`src/rtl/inc_pulse_gen.sv`:
```
// rtl/inc_pulse_gen.sv - burst generator of single-cycle counter increment pulses
//
// Purpose:
//   Emits a programmed burst of one-cycle increment pulses for a downstream
//   event counter. Burst length and inter-pulse gap are latched when start
//   is accepted in IDLE. A start/busy/done handshake is provided, and a
//   running burst can be cancelled with abort.
//
// Ports:
//   clk        in   1      system clock, rising edge
//   resetn     in   1      asynchronous active-low reset
//   start      in   1      request a burst; sampled only in IDLE
//   abort      in   1      synchronous cancel of a running burst
//   burst_len  in   LEN_W  pulses to emit; latched when start is accepted
//   gap        in   GAP_W  low cycles between pulses; latched with burst_len
//   inc_pulse  out  1      one-cycle increment pulse (registered)
//   busy       out  1      high while in PULSE or GAP (registered)
//   done       out  1      one-cycle strobe at burst completion (registered)
//   remaining  out  LEN_W  pulses not yet emitted

module inc_pulse_gen #(
   parameter int LEN_W = 16,
   parameter int GAP_W = 8
) (
   input  logic             clk,
   input  logic             resetn,
   input  logic             start,
   input  logic             abort,
   input  logic [LEN_W-1:0] burst_len,
   input  logic [GAP_W-1:0] gap,
   output logic             inc_pulse,
   output logic             busy,
   output logic             done,
   output logic [LEN_W-1:0] remaining
);

   typedef enum logic [1:0] {
      S_IDLE  = 2'd0,
      S_PULSE = 2'd1,
      S_GAP   = 2'd2,
      S_DONE  = 2'd3
   } state_t;

   localparam logic [LEN_W-1:0] LEN_ONE = LEN_W'(1);
   localparam logic [GAP_W-1:0] GAP_ONE = GAP_W'(1);

   state_t           state, state_nxt;
   logic [GAP_W-1:0] gap_lat, gap_lat_nxt;
   logic [GAP_W-1:0] gap_cnt, gap_cnt_nxt;
   logic [LEN_W-1:0] rem_nxt;

   always_ff @(posedge clk or negedge resetn) begin
      if (!resetn) begin
         state     <= S_IDLE;
         gap_lat   <= '0;
         gap_cnt   <= '0;
         remaining <= '0;
         inc_pulse <= 1'b0;
         busy      <= 1'b0;
         done      <= 1'b0;
      end else begin
         state     <= state_nxt;
         gap_lat   <= gap_lat_nxt;
         gap_cnt   <= gap_cnt_nxt;
         remaining <= rem_nxt;
         // Outputs are decoded from the next state so they line up with
         // the state they describe while still coming straight from flops.
         inc_pulse <= (state_nxt == S_PULSE);
         busy      <= (state_nxt == S_PULSE) || (state_nxt == S_GAP);
         done      <= (state_nxt == S_DONE);
      end
   end

   always_comb begin
      state_nxt   = state;
      gap_lat_nxt = gap_lat;
      gap_cnt_nxt = gap_cnt;
      rem_nxt     = remaining;

      case (state)
         S_IDLE: begin
            if (start) begin
               gap_lat_nxt = gap;
               rem_nxt     = burst_len;
               state_nxt   = (burst_len != '0) ? S_PULSE : S_DONE;
            end
         end

         S_PULSE: begin
            // The pulse of this cycle has been emitted, so remaining drops
            // even when the burst is aborted; guarded so it can never wrap.
            if (remaining != '0) begin
               rem_nxt = remaining - LEN_ONE;
            end
            if (abort) begin
               state_nxt = S_IDLE;
            end else if (remaining <= LEN_ONE) begin
               state_nxt = S_DONE;
            end else if (gap_lat == '0) begin
               state_nxt = S_PULSE;
            end else begin
               state_nxt   = S_GAP;
               gap_cnt_nxt = gap_lat;
            end
         end

         S_GAP: begin
            // gap_cnt counts gap_lat..1, giving exactly gap_lat idle cycles.
            if (abort) begin
               state_nxt = S_IDLE;
            end else if (gap_cnt <= GAP_ONE) begin
               state_nxt   = S_PULSE;
               gap_cnt_nxt = '0;
            end else begin
               gap_cnt_nxt = gap_cnt - GAP_ONE;
            end
         end

         S_DONE: begin
            state_nxt = S_IDLE;
            rem_nxt   = '0;
         end

         default: begin
            state_nxt = S_IDLE;
         end
      endcase
   end

endmodule

```
`config.mk`:
```
export PLATFORM = sky130hd
export DESIGN_NAME = inc_pulse_gen
export DESIGN_NICKNAME = d
export VERILOG_FILES = /design/src/rtl/inc_pulse_gen.sv
export SDC_FILE = /design/constraint.sdc
export NUM_CORES = 1
export LEC_CHECK = 0
export CAP_MARGIN = 20
export CORE_MARGIN = 3
export CORE_UTILIZATION = 45
export DETAILED_ROUTE_END_ITERATION = 10
export MAX_ROUTING_LAYER = met4
export PLACE_DENSITY = 0.72
export SYNTH_ARGS = -nofsm -noshare
export SYNTH_HDL_FRONTEND = slang
export SYNTH_SLANG_ARGS = --single-unit
```
`constraint.sdc`:
```
create_clock -name clk -period 3.2 [get_ports clk]
set_clock_uncertainty 0.15 [all_clocks]
set_input_delay 0.32 -clock clk [delete_from_list [all_inputs] [get_ports clk]]
set_output_delay 0.32 -clock clk [all_outputs]
set_load 0.1 [all_outputs]
```
After elaboration in Yosys (flattened, before gate mapping)
Cells that the tools add are included.

storage, ports and cells
  register bits = 37
  input port bits = 28
  output and inout bits = 19
  word-level logic and storage cells = 50

operators by class
  add/sub/neg operators = 2
  order comparisons = 2
  eq/ne operators = 12
  multiplexer cells = 17
  reduce and logical (&&, ||, !) cells = 10

operators by type and width
  kind                                                             number
  case mux 16 bit (3 select lines)                                 1
  2-to-1 mux 8 bit                                                 5
  2-to-1 mux 16 bit                                                2
  nonzero test 16 bit                                              2
  less-or-equal comparator 16 x 1 -> 1 bit, second input constant  1
  case mux 8 bit (2 select lines)                                  1
  subtractor 16 x 1 -> 16 bit, second input constant               1
  2-to-1 mux 2 bit                                                 7
  != test 2 bit, second input constant                             6
  equality test 2 bit, second input constant                       4
  less-or-equal comparator 8 x 1 -> 1 bit, second input constant   1
  logical NOT 8 bit                                                1
  case mux 2 bit (4 select lines)                                  1
  subtractor 8 x 1 -> 8 bit, second input constant                 1
  AND reduction 5 bit                                              1
  equality test 2 x 1 -> 1 bit, second input constant              2
  AND reduction 3 bit                                              1
  nonzero test 3 bit                                               1
  logical NOT 2 bit                                                1
  AND reduction 2 bit                                              1
  nonzero test 2 bit                                               1
  logical OR 1 bit                                                 1

Logic depth before layout (Yosys ltp)
  depth after elaboration = 7
  gate-level depth with buffers = 10
  depth with buffers taken out = 9

Least setup slack after synthesis
No wires, ideal clock.

  kind = register to register
  start = reg remaining[8]
  end = reg busy
  library setup time = 0.113 ns
  arrival time = 2.736 ns
  slack = 0.201 ns
  stages on the path, launching flop included = 8
  path buffers = 0
  period minus slack after synthesis = 2.999 ns
  path through = dfrtp_1 > nor4_4 > nand4_1 > or4b_1 > a311o_1 > o21a_1 > ha_1 > inv_1

on the way
  word-level cells in the longest chain between the ends = 6
  elaborated cells between the ends (all ways) = 7
  classes of those cells = 1 x order compare; 2 x eq/ne; 3 x mux; 1 x reduce/logical

ends and longest elaborated chain
  item                                                                        RTL line  RTL
  start, declared                                                             34        output logic [LEN_W-1:0] remaining
  start signal, assigned                                                      65        remaining <= rem_nxt;
  less-or-equal comparator 16 x 1 -> 1 bit *                                  97        end else if (remaining <= LEN_ONE) begin
  2-to-1 mux 2 bit *                                                          97
  2-to-1 mux 2 bit *                                                          95        if (abort) begin
  case mux 2 bit (4 select lines) *                                           80        case (state)
  equality test 2 x 1 -> 1 bit / equality test 2 bit (equally long branches)  69        busy <= (state_nxt == S_PULSE) || (state_nxt == S_GAP);
  logical OR 1 bit *                                                          69
  end signal, assigned                                                        69
  end, declared                                                               32        output logic busy,

Every way passes the cells marked *; elsewhere a longest branch is shown, timed or not.
A chain may end at the register's enable or synchronous reset.

Final worst setup path
  start = reg remaining[5]
  end = reg busy

The elaborated chain is that of the path after synthesis.

==> summary.txt <==
fin crit share: 0.862
antenna violations before repair: 0
Place WS: 0.471 ns
clock tree buffer depth: 2
CTS H-tree depth: 2
post-CTS sizing: 0
Syn. warnings: 0
FILL cells: 469
r2r setup slk: 0.44 ns
Slew @ Worst Pin: 0.963 ns
full die area: 5970 µm²
Clock Sinks: 37
setup_tns: 0 ns
Comb power frac: 0.525
register area share after synthesis: 0.405
vias: 2099
# setup viols final: 0
antenna viol nets, final: 0
core area: 4820 µm²
post-synthesis cell area: 2290 µm²
min-delay worst type: in -> async
Multi-input gate area: 1240 µm²
Worst setup SP type: register
Initial Util: 0.475
FMAX: 363 MHz
IO buf count: 46
Worst-Skew Late Latency: 0.29 ns
FP Rows: 25
r2r endpoint: busy$_DFF_PN0_
vias per inst: 5.81
hold_buf cts: 0
root buffer cell: clkbuf_8
DIE WIDTH: 77.3 µm
worst reg2reg path depth: 7
vias in the first global route: 2095
Pwr per Cell Area: 858 nW/µm²
Arrival @ worst endpoint: 2.79 ns
DRT Wirelength: 5760 µm
critical-path cell list: nor4_2 > nand4_1 > or4b_1 > a311o_1 > o21a_1 > ha_1 > inv_1
DRC viols: 0
first-pass GRT wire length: 9860 µm
Net Sw Frac: 0.525
Total GRT Usage: 0.210
I/O pin total: 47
Nets: 329
DR iter-0 viols: 142
setup repair bufs after CTS: 0
Gate Count Post-Synth: 250
commonest non-fill, non-tap cell in the layout: dfrtp_1
Synthesized Nets: 285
switching pwr: 1.27 mW
failing checks: negative hold slack
minimum clock period: 2.76 ns
WL/cell: 16.0 µm
final RePlAce weighted congestion: 0.860
pin count of the biggest net entering global routing: 38
Worst-path clk slew: 0.08 ns
status: complete, but fails checks
Worst setup EP type: register
clock power share: 0.139
fin. max-slew vios: 0
CTS tree: done
RSZ-0062 raised after global routing: no
number of synthesized flops with an enable pin: 0
TritonCTS Buffers: 5
commonest non-fill, non-tap cells in the layout: dfrtp_1 (37), clkdlybuf4s50_1 (29), nor2_1 (21), o21ai_0 (21)
worst path required time: 3.23 ns
Worst slew margin: 0.356
synthesized area per cell: 9.15 µm²
die height: 77.3 µm
DPL Wire Length: 4260 µm
Max-cap violations: 0
iteration count of the initial detailed-routing pass: 4
diodes inserted: 0
CP peak stage delay: 0.56 ns
sequential power share: 0.335
share of cells above drive strength 1: 0.143
hold slack: -0.0277 ns
GRT overflow: 0
synthesized flop and latch total: 37
Synth cell types: 51
Internal Pwr Total: 1.15 mW
slowest CP cell: or4b_1
crit path kind: reg -> reg
Synth Flop Type: dfrtp_1
register area: 926 µm²
maximum vdd drop: 0.584 mV
Max Fanout on Critical Path: 7
post-route setup slack: 0.442 ns
r2r startpoint: remaining[5]$_DFFE_PN0P_
final hold violation count: 37
Lkg Pwr: 1.14 nW
Post-synth ARST share: 1.00
Area Overhead vs Synth: 23.2%
## layout make-up
type                            instances  area share
Sequential cell                        37       0.328
Clock buffer                            7      0.0306
Inverter                               11      0.0146
Tap cell                               67      0.0297
Multi-Input combinational cell        189       0.439
Timing Repair Buffer                   50       0.158
## state kept, by name (all words and copies together) (netlist names)
signal     flops
gap_lat        8
inc_pulse      1
remaining     16
state          2
gap_cnt        8
busy           1
done           1
## Yosys cell counts, types with 2 or more instances
cell type  instances  area [µm²]
o21ai_0           21         105
a2bb2oi_1          2        17.5
nor3b_1            3        22.5
o31ai_1            5        37.5
nor4b_1            2        17.5
mux2_2             9         101
dfrtp_1           37         926
o2bb2ai_1          2        17.5
nand3_1            4        20.0
nor4_1            10        62.6
or3_1              2        12.5
a32oi_1            5        43.8
o211ai_1           2        15.0
ha_1               7        87.6
or2_1              2        12.5
or4_1              2        15.0
o22ai_1            4        25.0
o21ai_1            5        25.0
inv_1             11        41.3
nor2_1            21        78.8
buf_6              3        33.8
buf_2              2        10.0
a21oi_1           20         100
nand2_1           13        48.8
nor3_1            10        50.1
nand2b_1           4        25.0
o21a_1             2        15.0
nand4_1            6        37.5
mux2i_1            4        40.0
o21bai_1           2        15.0
a22oi_1            2        15.0
clkbuf_1           7        26.3
## power by group through the flow
stage               combinational (mW)  clock (mW)  sequential [mW]
floorplan                        0.472           0             1.30
global placement                  1.26           0            0.810
detailed placement                1.27           0            0.817
CTS                               1.27       0.343            0.808
global route                      1.36       0.370            0.837
finish                            1.27       0.337            0.812
## worst max-delay path: cells and delay by family (launching register included)
| family | cells | cell delay [ns] |
|---|---|---|
| compound gates | 2 | 0.50 |
| fa+ha+maj | 1 | 0.26 |
| buf+inv | 1 | 0.03 |
| flops | 1 | 0.45 |
| simple gates | 3 | 1.26 |
## layer usage
layer  share of wire  vias to the layer above  wire length (µm)  track usage
li1                -                     1027                 -            -
met1            0.46                     1009              2680        0.277
met2            0.48                       56              2760        0.328
met3           0.047                        7               271       0.0458
met4          0.0099                        0                57       0.0516
met5               0                        -                 0            -
## stage by stage
| stage | instances | utilization | power (mW) | hold slack [ns] | instance area [µm²] |
|---|---|---|---|---|---|
| 2_1_floorplan | 250 | - | 1.77 | -0.126 | 2290 |
| 3_3_place_gp | 354 | 0.567 | 2.07 | 0.324 | 2730 |
| 3_5_place_dp | 354 | 0.567 | 2.09 | 0.322 | 2730 |
| 4_1_cts | 361 | 0.585 | 2.42 | 0.00312 | 2820 |
| 5_1_grt | 361 | 0.585 | 2.57 | 0.0410 | 2820 |
| 6_report | 361 | 0.585 | 2.42 | -0.0277 | 2820 |
## how the worst max path moves through the flow
stage,end,startpoint,slack (ns)
after floorplan,busy$_DFF_PN0_,remaining[8]$_DFFE_PN0P_,0.20
after global placement,busy$_DFF_PN0_,remaining[5]$_DFFE_PN0P_,0.55
after detailed placement,busy$_DFF_PN0_,remaining[5]$_DFFE_PN0P_,0.47
after CTS,busy$_DFF_PN0_,remaining[5]$_DFFE_PN0P_,0.46
after global routing,busy$_DFF_PN0_,remaining[5]$_DFFE_PN0P_,0.31
final,busy$_DFF_PN0_,remaining[5]$_DFFE_PN0P_,0.44
## kinds of logic (layout without fill, tap and decap cells)
kind of cell               after synthesis  in the layout  synth area share
and+or+nand+nor                         89             89             0.220
AOI/OAI and AO/OA                       78             78             0.212
DFF                                     37             37             0.405
buffers and inverters                   24             68            0.0547
muxes                                   14             14            0.0667
adders and majority gates                7              7            0.0383
xor gates and xnor gates                 1              1           0.00383
Note: power is estimated with default switching activity, not from simulation.
